**config.mk**
```make
export PLATFORM = sky130hd
export DESIGN_NAME = uart_rx
export DESIGN_NICKNAME = d
export VERILOG_FILES = /design/src/rtl/uart_rx.sv
export SDC_FILE = /design/constraint.sdc
export NUM_CORES = 1
export LEC_CHECK = 0
export CORE_ASPECT_RATIO = 0.8
export CORE_UTILIZATION = 60
export DETAILED_ROUTE_END_ITERATION = 8
export PLACE_DENSITY = 0.84
export SLEW_MARGIN = 0
export SYNTH_ARGS = -nofsm -noshare
export SYNTH_HDL_FRONTEND = slang
export SYNTH_SLANG_ARGS = --single-unit
```
**constraint.sdc**
```tcl
create_clock -name clk -period 6.47 [get_ports clk]
set_clock_uncertainty 0.2 [all_clocks]
set_input_delay 0.9705 -clock clk [delete_from_list [all_inputs] [get_ports clk]]
set_output_delay 0.9705 -clock clk [all_outputs]
set_load 0.02 [all_outputs]
```
**src/rtl/uart_rx.sv**
```systemverilog
// UART receiver: 16x oversampled, 5-8 data bits, optional even/odd parity, 1 or 2 stop bits.
// Frame format is captured at start-bit detection and held for the whole frame.
module uart_rx (
    input  logic       clk,
    input  logic       rst_n,
    input  logic       tick,
    input  logic       rx,
    input  logic [1:0] data_bit_num,
    input  logic       stop_bit_num,
    input  logic       parity_en,
    input  logic       parity_type,
    input  logic       rx_rd,
    output logic [7:0] rx_data,
    output logic       rx_done,
    output logic       rx_valid,
    output logic       parity_err,
    output logic       frame_err,
    output logic       overrun_err,
    output logic       rts_n
);

    typedef enum logic [2:0] {IDLE, START, DATA, PARITY, STOP} state_t;

    state_t     state, state_nxt;
    logic [1:0] sync;
    logic       rx_s;
    logic [3:0] tick_cnt, tick_cnt_nxt;
    logic [2:0] bit_cnt, bit_cnt_nxt;
    logic [7:0] shift, shift_nxt;
    logic [1:0] cfg_bits, cfg_bits_nxt;
    logic       cfg_stop2, cfg_stop2_nxt;
    logic       cfg_par_en, cfg_par_en_nxt;
    logic       cfg_par_odd, cfg_par_odd_nxt;
    logic       stop_idx, stop_idx_nxt;
    logic       ferr_acc, ferr_nxt;
    logic       perr_acc, perr_nxt;
    logic       frame_end;
    logic [2:0] bit_last;
    logic       mid_bit;

    assign rx_s     = sync[1];
    assign bit_last = {1'b0, cfg_bits} + 3'd4;
    assign mid_bit  = (tick_cnt == 4'd15);
    assign rts_n    = rx_valid;

    always_ff @(posedge clk or negedge rst_n) begin
        if (!rst_n) begin
            state       <= IDLE;
            tick_cnt    <= 4'd0;
            bit_cnt     <= 3'd0;
            shift       <= 8'd0;
            cfg_bits    <= 2'd0;
            cfg_stop2   <= 1'b0;
            cfg_par_en  <= 1'b0;
            cfg_par_odd <= 1'b0;
            stop_idx    <= 1'b0;
            ferr_acc    <= 1'b0;
            perr_acc    <= 1'b0;
        end else if (tick) begin
            state       <= state_nxt;
            tick_cnt    <= tick_cnt_nxt;
            bit_cnt     <= bit_cnt_nxt;
            shift       <= shift_nxt;
            cfg_bits    <= cfg_bits_nxt;
            cfg_stop2   <= cfg_stop2_nxt;
            cfg_par_en  <= cfg_par_en_nxt;
            cfg_par_odd <= cfg_par_odd_nxt;
            stop_idx    <= stop_idx_nxt;
            ferr_acc    <= ferr_nxt;
            perr_acc    <= perr_nxt;
        end
    end

    always_comb begin
        state_nxt       = state;
        tick_cnt_nxt    = tick_cnt;
        bit_cnt_nxt     = bit_cnt;
        shift_nxt       = shift;
        cfg_bits_nxt    = cfg_bits;
        cfg_stop2_nxt   = cfg_stop2;
        cfg_par_en_nxt  = cfg_par_en;
        cfg_par_odd_nxt = cfg_par_odd;
        stop_idx_nxt    = stop_idx;
        ferr_nxt        = ferr_acc;
        perr_nxt        = perr_acc;
        frame_end       = 1'b0;
        case (state)
            IDLE: begin
                if (!rx_s) begin
                    state_nxt       = START;
                    tick_cnt_nxt    = 4'd0;
                    bit_cnt_nxt     = 3'd0;
                    shift_nxt       = 8'd0;
                    cfg_bits_nxt    = data_bit_num;
                    cfg_stop2_nxt   = stop_bit_num;
                    cfg_par_en_nxt  = parity_en;
                    cfg_par_odd_nxt = parity_type;
                    stop_idx_nxt    = 1'b0;
                    ferr_nxt        = 1'b0;
                    perr_nxt        = 1'b0;
                end
            end
            START: begin
                if (tick_cnt == 4'd7) begin
                    tick_cnt_nxt = 4'd0;
                    state_nxt    = rx_s ? IDLE : DATA;
                end else begin
                    tick_cnt_nxt = tick_cnt + 4'd1;
                end
            end
            DATA: begin
                if (mid_bit) begin
                    shift_nxt[bit_cnt] = rx_s;
                    tick_cnt_nxt       = 4'd0;
                    bit_cnt_nxt        = bit_cnt + 3'd1;
                    if (bit_cnt == bit_last)
                        state_nxt = cfg_par_en ? PARITY : STOP;
                end else begin
                    tick_cnt_nxt = tick_cnt + 4'd1;
                end
            end
            PARITY: begin
                // unused upper shift bits are zero, so a full-width XOR covers N bits
                if (mid_bit) begin
                    perr_nxt     = ((^shift) ^ rx_s) != cfg_par_odd;
                    tick_cnt_nxt = 4'd0;
                    state_nxt    = STOP;
                end else begin
                    tick_cnt_nxt = tick_cnt + 4'd1;
                end
            end
            STOP: begin
                if (mid_bit) begin
                    ferr_nxt     = ferr_acc | ~rx_s;
                    tick_cnt_nxt = 4'd0;
                    if (cfg_stop2 && !stop_idx) begin
                        stop_idx_nxt = 1'b1;
                    end else begin
                        state_nxt = IDLE;
                        frame_end = 1'b1;
                    end
                end else begin
                    tick_cnt_nxt = tick_cnt + 4'd1;
                end
            end
            default: state_nxt = IDLE;
        endcase
    end

    always_ff @(posedge clk or negedge rst_n) begin
        if (!rst_n) begin
            sync        <= 2'b11;
            rx_data     <= 8'd0;
            rx_done     <= 1'b0;
            rx_valid    <= 1'b0;
            parity_err  <= 1'b0;
            frame_err   <= 1'b0;
            overrun_err <= 1'b0;
        end else begin
            sync    <= {sync[0], rx};
            rx_done <= tick & frame_end;
            if (tick && frame_end) begin
                rx_data     <= shift;
                frame_err   <= ferr_nxt;
                parity_err  <= cfg_par_en & perr_acc;
                // a read landing on the completion edge consumes the old word
                overrun_err <= rx_valid & ~rx_rd;
                rx_valid    <= 1'b1;
            end else if (rx_rd) begin
                rx_valid <= 1'b0;
            end
        end
    end

endmodule

```
Word level (Yosys, flattened, before mapping)
Cells that the tools add are included.
{"block": "word_totals", "reg_bits": 41, "input_bits": 10, "out_inout_bits": 14, "elab_cells": 101}
{"block": "classes", "addsub": 3, "n_lt_le_gt_ge": 2, "n_eq_ne": 16, "muxes": 37, "bitwise_logic": 7, "reduce_logical": 18}
{"op": "two-way mux 3 bit", "count": 10}
{"op": "two-way mux 8 bit", "count": 2}
{"op": "inequality test 2 bit (second input constant)", "count": 8}
{"op": "case mux 8 bit (2 select lines)", "count": 1}
{"op": "case mux 3 bit (5 select lines)", "count": 1}
{"op": "two-way mux 1 bit", "count": 12}
{"op": "two-way mux 4 bit", "count": 3}
{"op": "case mux 4 bit (3 select lines)", "count": 1}
{"op": "bitwise mux 8 bit", "count": 1}
{"op": "AND reduction 4 bit", "count": 2}
{"op": "AND reduction 8 bit", "count": 1}
{"op": "nonzero test 2 bit", "count": 4}
{"op": "XOR reduction 8 bit", "count": 1}
{"op": "== test 3 x 2 -> 1 bit (second input constant)", "count": 2}
{"op": "case mux 1 bit (2 select lines)", "count": 3}
{"op": "case mux 3 bit (2 select lines)", "count": 1}
{"op": "AND reduction 3 bit", "count": 2}
{"op": "AND reduction 5 bit", "count": 1}
{"op": "adder 4 x 1 -> 4 bit (second input constant)", "count": 1}
{"op": "== test 4 x 3 -> 1 bit (second input constant)", "count": 1}
{"op": "== test 4 bit (second input constant)", "count": 1}
{"op": "less-than comparator 3 x 4 -> 1 bit (second input constant)", "count": 1}
{"op": "adder 2 x 3 -> 3 bit (second input constant)", "count": 1}
{"op": "adder 3 x 1 -> 3 bit (second input constant)", "count": 1}
{"op": "other kinds (16)", "count": 21}

Longest topological paths before layout
Gate-level depths: netlist of the first run.
{"block": "logic_depth", "word_depth": 7, "depth_mapped": 6, "ltp_nobuf": 5}

Worst setup path before layout of the first run
OpenSTA, ideal clock, no wires.
{"block": "synth_timing", "path_type": "input to register", "from": "input port tick", "to": "register rx_data[3]", "setup_time_ns": 0.125, "arrival_ns": 1.843, "t_required_ns": 6.145, "slack_ns": 4.302, "stages": 4, "n_path_buf": 1, "cell_sequence": "nand2_1 > nor4_4 > buf_6 > mux2_2"}
{"block": "synth_between", "elab_chain_cells": 1}
{"item": "from (decl)", "line_no": "6", "source": "input logic tick,"}
{"item": "logical AND 1 bit", "line_no": "162", "source": "if (tick && frame_end) begin"}
{"item": "to (signal assigned)", "line_no": "163", "source": "rx_data <= shift;"}
{"item": "to (decl)", "line_no": "13", "source": "output logic [7:0] rx_data,"}
Every way passes these cells.
A chain may end at the register's enable or synchronous reset.

Worst setup path in the final report of the first run
{"block": "layout_timing", "from": "input port tick", "to": "register rx_data[2]"}
The elaborated chain is that of the path after synthesis.

==> results of run 1 <==
## kinds of logic (layout without fill, tap and decap cells)
group / after synthesis / count (layout) / share of synthesized area
adders and majority gates: 3 / 3 / 0.0163
xor gates and xnor gates: 10 / 10 / 0.0471
muxes: 20 / 20 / 0.0999
buffers and inverters: 19 / 39 / 0.0459
DFF: 41 / 41 / 0.478
and+or+nand+nor: 76 / 76 / 0.206
AOI/OAI and AO/OA: 29 / 29 / 0.107
## per-stage QoR
step	power, µW	instance area [µm²]	cells	util
6_report	901	2460	260	0.720
4_1_cts	901	2460	260	0.720
2_1_floorplan	642	2150	198	-
5_1_grt	966	2460	260	0.720
3_5_place_dp	721	2360	252	0.690
3_3_place_gp	695	2360	252	0.690
## power groups by stage
stage | sequential (µW) | clock (µW) | combinational (µW)
2_1_floorplan | 367 | 0 | 276
5_1_grt | 411 | 199 | 357
3_5_place_dp | 401 | 0 | 320
3_3_place_gp | 396 | 0 | 299
6_report | 399 | 182 | 320
4_1_cts | 397 | 183 | 321
## final cells by class
class / instances / area (µm²) / share of cell area
inverter: 8 / 30.0 / 0.0122
multi-input combinational: 138 / 1030 / 0.416
clock buffer: 7 / 96.3 / 0.0391
timing repair buffer: 23 / 225 / 0.0914
tap: 42 / 52.6 / 0.0213
clock inverter: 1 / 5.00 / 0.00203
sequential: 41 / 1030 / 0.417
## layout by cell type, fill, tap and decap left out, types with 2 or more instances in the layout
cell type        Yosys  routed
dfrtp_1             39      39
nand2_1             35      35
clkdlybuf4s50_1      0      22
mux2_2              12      12
inv_1                8       8
nor2_1               8       8
mux2i_1              8       8
clkbuf_8             0       7
xnor2_1              6       6
o21ai_0              5       5
nand3_1              5       5
a31oi_1              5       5
a21oi_1              4       4
nor3b_1              3       3
xor2_1               3       3
nor4b_2              3       3
nor2b_1              2       2
o211ai_1             2       2
nand2b_1             2       2
nor3_2               2       2
nor3_1               2       2
o41ai_1              2       2
nand4b_1             2       2
ha_1                 2       2
dfstp_2              2       2
## registers in the layout, summed over array words and instances (netlist names)
register	flops
perr_acc	1
shift	8
parity_err	1
cfg_par_odd	1
rx_done	1
rts_n	1
tick_cnt	4
cfg_bits	2
sync	2
cfg_par_en	1
stop_idx	1
bit_cnt	3
rx_data	8
frame_err	1
cfg_stop2	1
state	3
ferr_acc	1
overrun_err	1
## worst max-delay path, stage by stage
cell and delay [ns]:
clkdlybuf4s50_1 0.55, nand2_1 0.11, nor4_4 0.70, mux2_2 0.43
## layer usage
layer  routed length (µm)  GRT usage
met1                 1980      0.399
met2                 1980      0.380
met3                  223     0.0922
met4                   88     0.0875
met5                    0          0
## final timing paths
path	end	depth (start not counted)	slack, ns	from
max	rx_data[2]$_DFFE_PN0P_	4	3.69	tick
min	sync[1]$_DFF_PN1_	0	0.16	sync[0]$_DFF_PN1_
max reg2reg	rx_data[2]$_DFFE_PN0P_	3	3.89	state[1]$_DFFE_PN0P_
min reg2reg	sync[1]$_DFF_PN1_	0	0.16	sync[0]$_DFF_PN1_
max in group asynchronous	tick_cnt[1]$_DFFE_PN0P_	1	4.92	rst_n
min in group asynchronous	parity_err$_DFFE_PN0P_	1	0.60	rst_n
==> flow_summary.yaml, run 1 <==
final_layout:
  fillCellCount: 249
  drive_gt1_frac: 0.165
  nets: 229
  area_delta_synth_final_pct: 14.4
  antennaDiodeCount: 0
status:
  status: "finished, final reports clean"
placement:
  dp.final_hpwl_um: 3060
  io_buffer_count: 23
  dp_slack_ns: 3.37
  gp_congestion: 0.865
sta:
  final.setup.worst_slack_ns: 3.69
  fin_crit_ns: 2.78
  rsz0062_at_grt: "no"
  worst-slew-pin-transition_ns: 0.896
  relSlewSlack: 0.398
  period_share: 0.430
  fmax_ghz: 0.360
  hold_viol: 0
  hold_slack_ns: 0.159
  setup_violations: 0
  drv_slew: 0
  fin_setup_tns_ns: 0
power_and_ir_drop:
  p_switching_uw: 342
  p_seq_frac: 0.443
  leakage_uw: 0.00108
  irDropWorstVdd_uv: 266
  p_comb_frac: 0.355
  p_int_uw: 559
  p_per_area_nw_per_um2: 366
  switching_share: 0.380
  clockPowerShare: 0.202
synthesis:
  synth.cell_area_um2: 2150
  synth_area_leader_cell: "dfrtp_1"
  ys_ff_latch: 41
  synth_cell_types: 53
  async_reset_ff_frac: 1.00
  yosysWarnings: 0
  synth.avg_cell_area_um2: 10.9
  syn-num-nets: 210
  syn_inst: 198
  yosysMostFrequentCell: "dfrtp_1"
  ys_seq_area_frac: 0.478
  synth_edf_count: 0
  ys_top_cells_by_count: "dfrtp_1, nand2_1, mux2_2"
  ys_dominant_reg_cell: "dfrtp_1"
  synth_top_area_frac: 0.453
  synthTopCellsByArea: "dfrtp_1, mux2_2, nand2_1"
floorplan:
  boundaryPins: 24
  rows: 19
  start_util: 0.629
  core_area_um2: 3420
  die_area_um2: 3830
  die_y_um: 55.6
  die-width_um: 69.0
clocking:
  clk_pin_slew_ns: 0.07
  post_cts_buffers: 0
  clkLatencyLatePin_ns: 0.29
  clkSinkCount: 41
  clockBufferDepth: 2
  ctsResizeCount: 0
  cts_hold_buf: 0
  htreeDepth: 2
  cts_tree: "built"
  cts_buffers: 5
  root_buffer: "clkbuf_8"
worst_setup_path:
  worstPathArrival_ns: 2.76
  crit_path_end_kind: "flip-flop"
  crit_fanout: 15
  critPathKind: "input port to flip-flop"
  cp.required_ns: 6.45
  start_kind: "input port"
routing:
  drc: 0
  drtPass1Iterations: 4
  wirelength_um: 4270
  vias: 1566
  vias_per_cell: 6.02
  ant_nets: 0
  wl_per_cell_um: 16.4
  first_iter_violations: 115
global_route:
  overflow: 0
  grt_use_total: 0.272
  grt_pass1_wl_um: 7470
  grt_max_degree: 42
  antenna_found_initial: 0
  grt_pass1_vias: 1573
flow_run:
  drv_cap: 0
worst_hold_path:
  hold_path.class: "flip-flop to flip-flop"
(Power assumes the default switching activity.)
==> run 2: changes to the inputs <==
CORE_UTILIZATION = 56   (was 60)
PLACE_DENSITY = 0.79   (was 0.84)
clock period = 2.8 ns   (was 6.47 ns; I/O delays follow)
==> run 2 against run 1 <==
  * The flow now finishes with violations (design-rule violations)
  * Non-clock buffer count rose by 2
  * Critical path depth did not move
  * Largest cell class unchanged
  * Critical endpoint is now tick_cnt[0]$_DFFE_PN0P_
  * Utilization fell by 2.0 points
  * Die area rose by 6.9%
  * Global-route usage fell by 3.8 points
==> flow_summary.yaml, run 2 (synthesis results as in run 1) <==
worst_setup_path:
  critical_path.top_delay_family: "simple AND/OR/NAND/NOR gates"
  crit_path_top_delay_cell: "nor4b_2"
  crit_path_end_kind: "flip-flop"
  path_buf_inv: 0
  cp.required_ns: 2.77
  critical_path.max_stage_delay_ns: 0.69
  start_kind: "flip-flop"
  crit_chain: "nor4b_2 -> nor2_1 -> nand2_1 -> mux2_2"
  critPathKind: "flip-flop to flip-flop"
  crit_fanout: 14
  worstPathArrival_ns: 2.30
final_layout:
  seq_area_um2: 1030
  final_cell_mix: "dfrtp_1, nand2_1, clkdlybuf4s50_1"
  fillCellCount: 259
  drive_gt1_frac: 0.173
  final_common_cell: "dfrtp_1"
  multi_input_comb_area_um2: 1030
  antennaDiodeCount: 0
  area_delta_synth_final_pct: 15.1
  nets: 231
  final_cells: 262
  reg_top3: "rx_data x8, shift x8, tick_cnt x4"
floorplan:
  die-width_um: 71.3
  rows: 19
  die_y_um: 57.5
  core_area_um2: 3540
  boundaryPins: 24
  start_util: 0.608
  die_area_um2: 4100
routing:
  first_iter_violations: 114
  drc: 2
  wirelength_um: 4330
  vias: 1543
  ant_nets: 0
  drtPass1Iterations: 6
  wl_per_cell_um: 16.5
  vias_per_cell: 5.89
clocking:
  clockBufferDepth: 2
  cts_hold_buf: 0
  clkLatencyLatePin_ns: 0.29
  root_buffer: "clkbuf_8"
  post_cts_buffers: 0
  cts_tree: "built"
  clkSinkCount: 41
  clk_pin_slew_ns: 0.08
  htreeDepth: 2
  cts_buffers: 5
  ctsResizeCount: 0
placement:
  placed_cells: 254
  io_buffer_count: 23
  gp_congestion: 0.895
  dp.final_hpwl_um: 3090
global_route:
  grt_use_total: 0.234
  grt_pass1_wl_um: 7180
  overflow: 0
  antenna_found_initial: 0
  grt_pass1_vias: 1468
  grt_max_degree: 42
power_and_ir_drop:
  clockPowerShare: 0.201
  switching_share: 0.379
  p_comb_frac: 0.355
  p_per_area_nw_per_um2: 840
  power_uw: 2080
  leakage_uw: 0.00109
  p_switching_uw: 790
  p_seq_frac: 0.443
  irDropWorstVdd_uv: 469
  p_int_uw: 1290
worst_hold_path:
  hold_path.class: "input port to asynchronous set/reset pin"
sta:
  fmax_ghz: 0.429
  fin_crit_ns: 2.33
  relSlewSlack: 0.400
  fin_setup_tns_ns: 0
  hold_viol: 0
  drv_slew: 0
  setup_violations: 0
  worst-slew-pin-transition_ns: 0.900
  period_share: 0.832
  rsz0062_at_grt: "no"
status:
  status: "complete, but fails checks"
  violations: "design-rule violations"
flow_run:
  drv_cap: 0
[run 2: changes by cell type in the layout (fill, tap and decap cells not counted)]
| cell | before | now |
|---|---|---|
| buf_4 | 0 | 2 |
[run 2: worst register-to-register path, delay by kind of cell, from the launching register on]
kind	cells	cell delay [ns]
flops	1	0.55
simple gates	3	1.10
mux	1	0.36
[run 2: routing by layer]
layer / GRT usage / up-vias / part of all wire
li1: - / 739 / -
met1: 0.352 / 737 / 0.48
met2: 0.335 / 59 / 0.43
met3: 0.0530 / 8 / 0.070
met4: 0.0771 / 0 / 0.013
met5: 0 / - / 0
[run 2: final timing paths]
check                                      from                      end  slack, ns  depth (start not counted)
max                        state[2]$_DFFE_PN0P_  tick_cnt[0]$_DFFE_PN0P_       0.47                          4
min                                       rst_n   cfg_par_en$_DFFE_PN0P_       0.05                          1
max reg2reg                state[2]$_DFFE_PN0P_  tick_cnt[0]$_DFFE_PN0P_       0.47                          4
min reg2reg                   sync[0]$_DFF_PN1_        sync[1]$_DFF_PN1_       0.16                          0
max in group asynchronous                 rst_n    cfg_stop2$_DFFE_PN0P_       1.78                          1
min in group clk              sync[0]$_DFF_PN1_        sync[1]$_DFF_PN1_       0.16                          0
[run 2: final cells by class]
type	instances	area share
clock inverters	1	0.00202
well taps	42	0.0212
inverters	8	0.0121
clock buffers	7	0.0389
repair buffers	25	0.0969
flip-flops and latches	41	0.415
multi-input cells	138	0.414
[run 2: power groups by stage]
stage,Combinational (µW),Clock (µW),Sequential [µW]
6_report,740,420,923
5_1_grt,808,453,947
4_1_cts,739,425,920
3_5_place_dp,735,0,932
3_3_place_gp,699,0,917
2_1_floorplan,637,0,847
[run 2: per-stage QoR]
step                      cell area [µm²]  hold slack (ns)   util  setup WS [ns]
final                                2480           0.0528  0.700          0.470
after global routing                 2480            0.132  0.700          0.333
after CTS                            2480           0.0871  0.700          0.508
after detailed placement             2380            0.149  0.671          0.406
after global placement               2380            0.147  0.671          0.523
after floorplan                      2150          -0.0756      -          0.761
==> run 3: changes to the inputs <==
clock period = 2.15 ns   (was 2.8 ns; I/O delays follow)
==> run 3 against run 2 <==
  * The run ends with design-rule violations, negative setup slack left
  * Cell count grew 8.4%
  * Largest cell class is now multi-input gates
  * Critical path depth up 1
  * Clock power is 43% higher
  * Highest routed layer unchanged
==> flow_summary.yaml, run 3 (synthesis results as in run 1) <==
status:
  status: "complete, but fails checks"
  violations: "design-rule violations, negative setup slack"
sta:
  rsz0062_at_grt: "yes"
  period_share: 1.00
  fin_setup_tns_ns: -0.00924
  hold_viol: 0
  hold_slack_ns: 0.160
  drv_slew: 0
  setup_violations: 1
  fmax_ghz: 0.463
  worst-slew-pin-transition_ns: 0.523
  final.setup.worst_slack_ns: -0.00924
  fin_crit_ns: 2.16
  relSlewSlack: 0.652
flow_run:
  drv_cap: 0
worst_setup_path:
  worst-r2r-setup-slack_ns: -0.009
  crit_fanout: 6
  crit_chain: "ha_4 -> nand3_4 -> a2111o_4 -> nor4b_4 -> mux2i_1"
  r2r-end: "shift[1]$_DFFE_PN0P_"
  reg2regPathDepth: 5
  crit_path_end_kind: "flip-flop"
  path_buf_inv: 0
  start_kind: "flip-flop"
  critical_path.max_stage_delay_ns: 0.59
  worstPathArrival_ns: 2.18
  crit_path_top_delay_cell: "a2111o_4"
  cp.required_ns: 2.17
  r2r_start: "tick_cnt[1]$_DFFE_PN0P_"
  critPathKind: "flip-flop to flip-flop"
  critical_path.top_delay_family: "compound AO/OA/AOI/OAI gates"
clocking:
  cts_tree: "built"
  htreeDepth: 2
  cts_buffers: 5
  root_buffer: "clkbuf_8"
  clkSinkCount: 41
  clk_pin_slew_ns: 0.07
  clkLatencyLatePin_ns: 0.30
  clockBufferDepth: 2
power_and_ir_drop:
  irDropWorstVdd_uv: 733
  leakage_uw: 0.00120
  clockPowerShare: 0.197
  p_comb_frac: 0.427
  p_seq_frac: 0.376
  p_int_uw: 1900
  p_per_area_nw_per_um2: 1130
  switching_share: 0.378
  p_switching_uw: 1160
global_route:
  antenna_found_initial: 0
  grt_pass1_wl_um: 7740
  grt_max_degree: 42
  overflow: 0
  grt_use_total: 0.259
  grt_pass1_vias: 1590
worst_hold_path:
  hold_path.class: "flip-flop to flip-flop"
  worstHoldStart: "sync[0]$_DFF_PN1_"
  worst_hold_path.endpoint: "sync[1]$_DFF_PN1_"
  hold_path_depth: 0
floorplan:
  die_y_um: 57.5
  die_area_um2: 4100
  core_area_um2: 3540
  die-width_um: 71.3
  start_util: 0.608
  rows: 19
  boundaryPins: 24
final_layout:
  final_cells: 284
  final_util: 0.763
  nets: 254
  reg_top3: "rx_data x8, shift x8, tick_cnt x4"
  area_delta_synth_final_pct: 25.6
  final_cell_mix: "dfrtp_1, nand2_1, buf_4"
  drive_gt1_frac: 0.264
  antennaDiodeCount: 0
  final_common_cell: "dfrtp_1"
routing:
  first_iter_violations: 135
  wl_per_cell_um: 17.7
  vias: 1744
  vias_per_cell: 6.14
  drtPass1Iterations: 6
  drc: 2
  ant_nets: 0
  wirelength_um: 5020
placement:
  placed_cells: 272
  gp_congestion: 0.899
  io_buffer_count: 23
  dp_slack_ns: -0.0920
  dp.final_hpwl_um: 3430
[run 3: cell count changes in the layout (fill, tap and decap cells not counted), moves of 2 or more]
cell	previous run	this run
nor4b_4	0	2
dfrtp_1	39	37
dfrtp_2	0	2
buf_4	2	24
nor4b_2	3	1
clkbuf_8	7	5
[run 3: layout make-up]
| cell class | count | area [µm²] |
|---|---|---|
| clock buffers | 5 | 68.8 |
| clock inverters | 2 | 35.0 |
| fillers | 222 | 838 |
| inverters | 8 | 30.0 |
| multi-input cells | 138 | 1070 |
| flip-flops and latches | 41 | 1030 |
| well taps | 42 | 52.6 |
| repair buffers | 48 | 415 |
[run 3: how the worst max path moves through the flow]
stage / startpoint / cells past startpoint / slack [ns] / end
floorplan: sync[1]$_DFF_PN1_ / 5 / 0.11 / tick_cnt[0]$_DFFE_PN0P_
global placement: tick_cnt[0]$_DFFE_PN0P_ / 4 / 0.05 / shift[3]$_DFFE_PN0P_
detailed placement: tick_cnt[0]$_DFFE_PN0P_ / 5 / -0.09 / shift[1]$_DFFE_PN0P_
CTS: tick_cnt[0]$_DFFE_PN0P_ / 5 / 0.02 / shift[1]$_DFFE_PN0P_
global route: tick_cnt[1]$_DFFE_PN0P_ / 5 / -0.04 / shift[1]$_DFFE_PN0P_
finish: tick_cnt[1]$_DFFE_PN0P_ / 5 / -0.009 / shift[1]$_DFFE_PN0P_
[run 3: what timing repair did]
item                       4_1_cts  5_1_grt
setup endpoints to repair        3        5
cloned                           0        0
hold endpoints to repair        39        0
hold buffers                     1        0
pin swaps                        1        3
gates resized for setup          4        4
buffers inserted                 0        4
[run 3: stage by stage]
stage	instance area [µm²]	total power (µW)
after floorplan	2150	1930
after global placement	2510	2280
after detailed placement	2510	2350
after CTS	2650	2980
after global routing	2700	3210
final	2700	3060
[run 3: power groups by stage]
| stage | combinational, µW | sequential [µW] | clock (µW) |
|---|---|---|---|
| after floorplan | 830 | 1100 | 0 |
| after global placement | 1150 | 1130 | 0 |
| after detailed placement | 1210 | 1140 | 0 |
| after CTS | 1240 | 1130 | 608 |
| after global routing | 1400 | 1170 | 643 |
| final | 1310 | 1150 | 602 |
[run 3: routing by layer]
metal / GRT usage / vias up / part of all wire
met5: 0 / - / 0
li1: - / 784 / -
met4: 0.131 / 0 / 0.030
met3: 0.0742 / 18 / 0.067
met1: 0.362 / 849 / 0.44
met2: 0.370 / 93 / 0.46
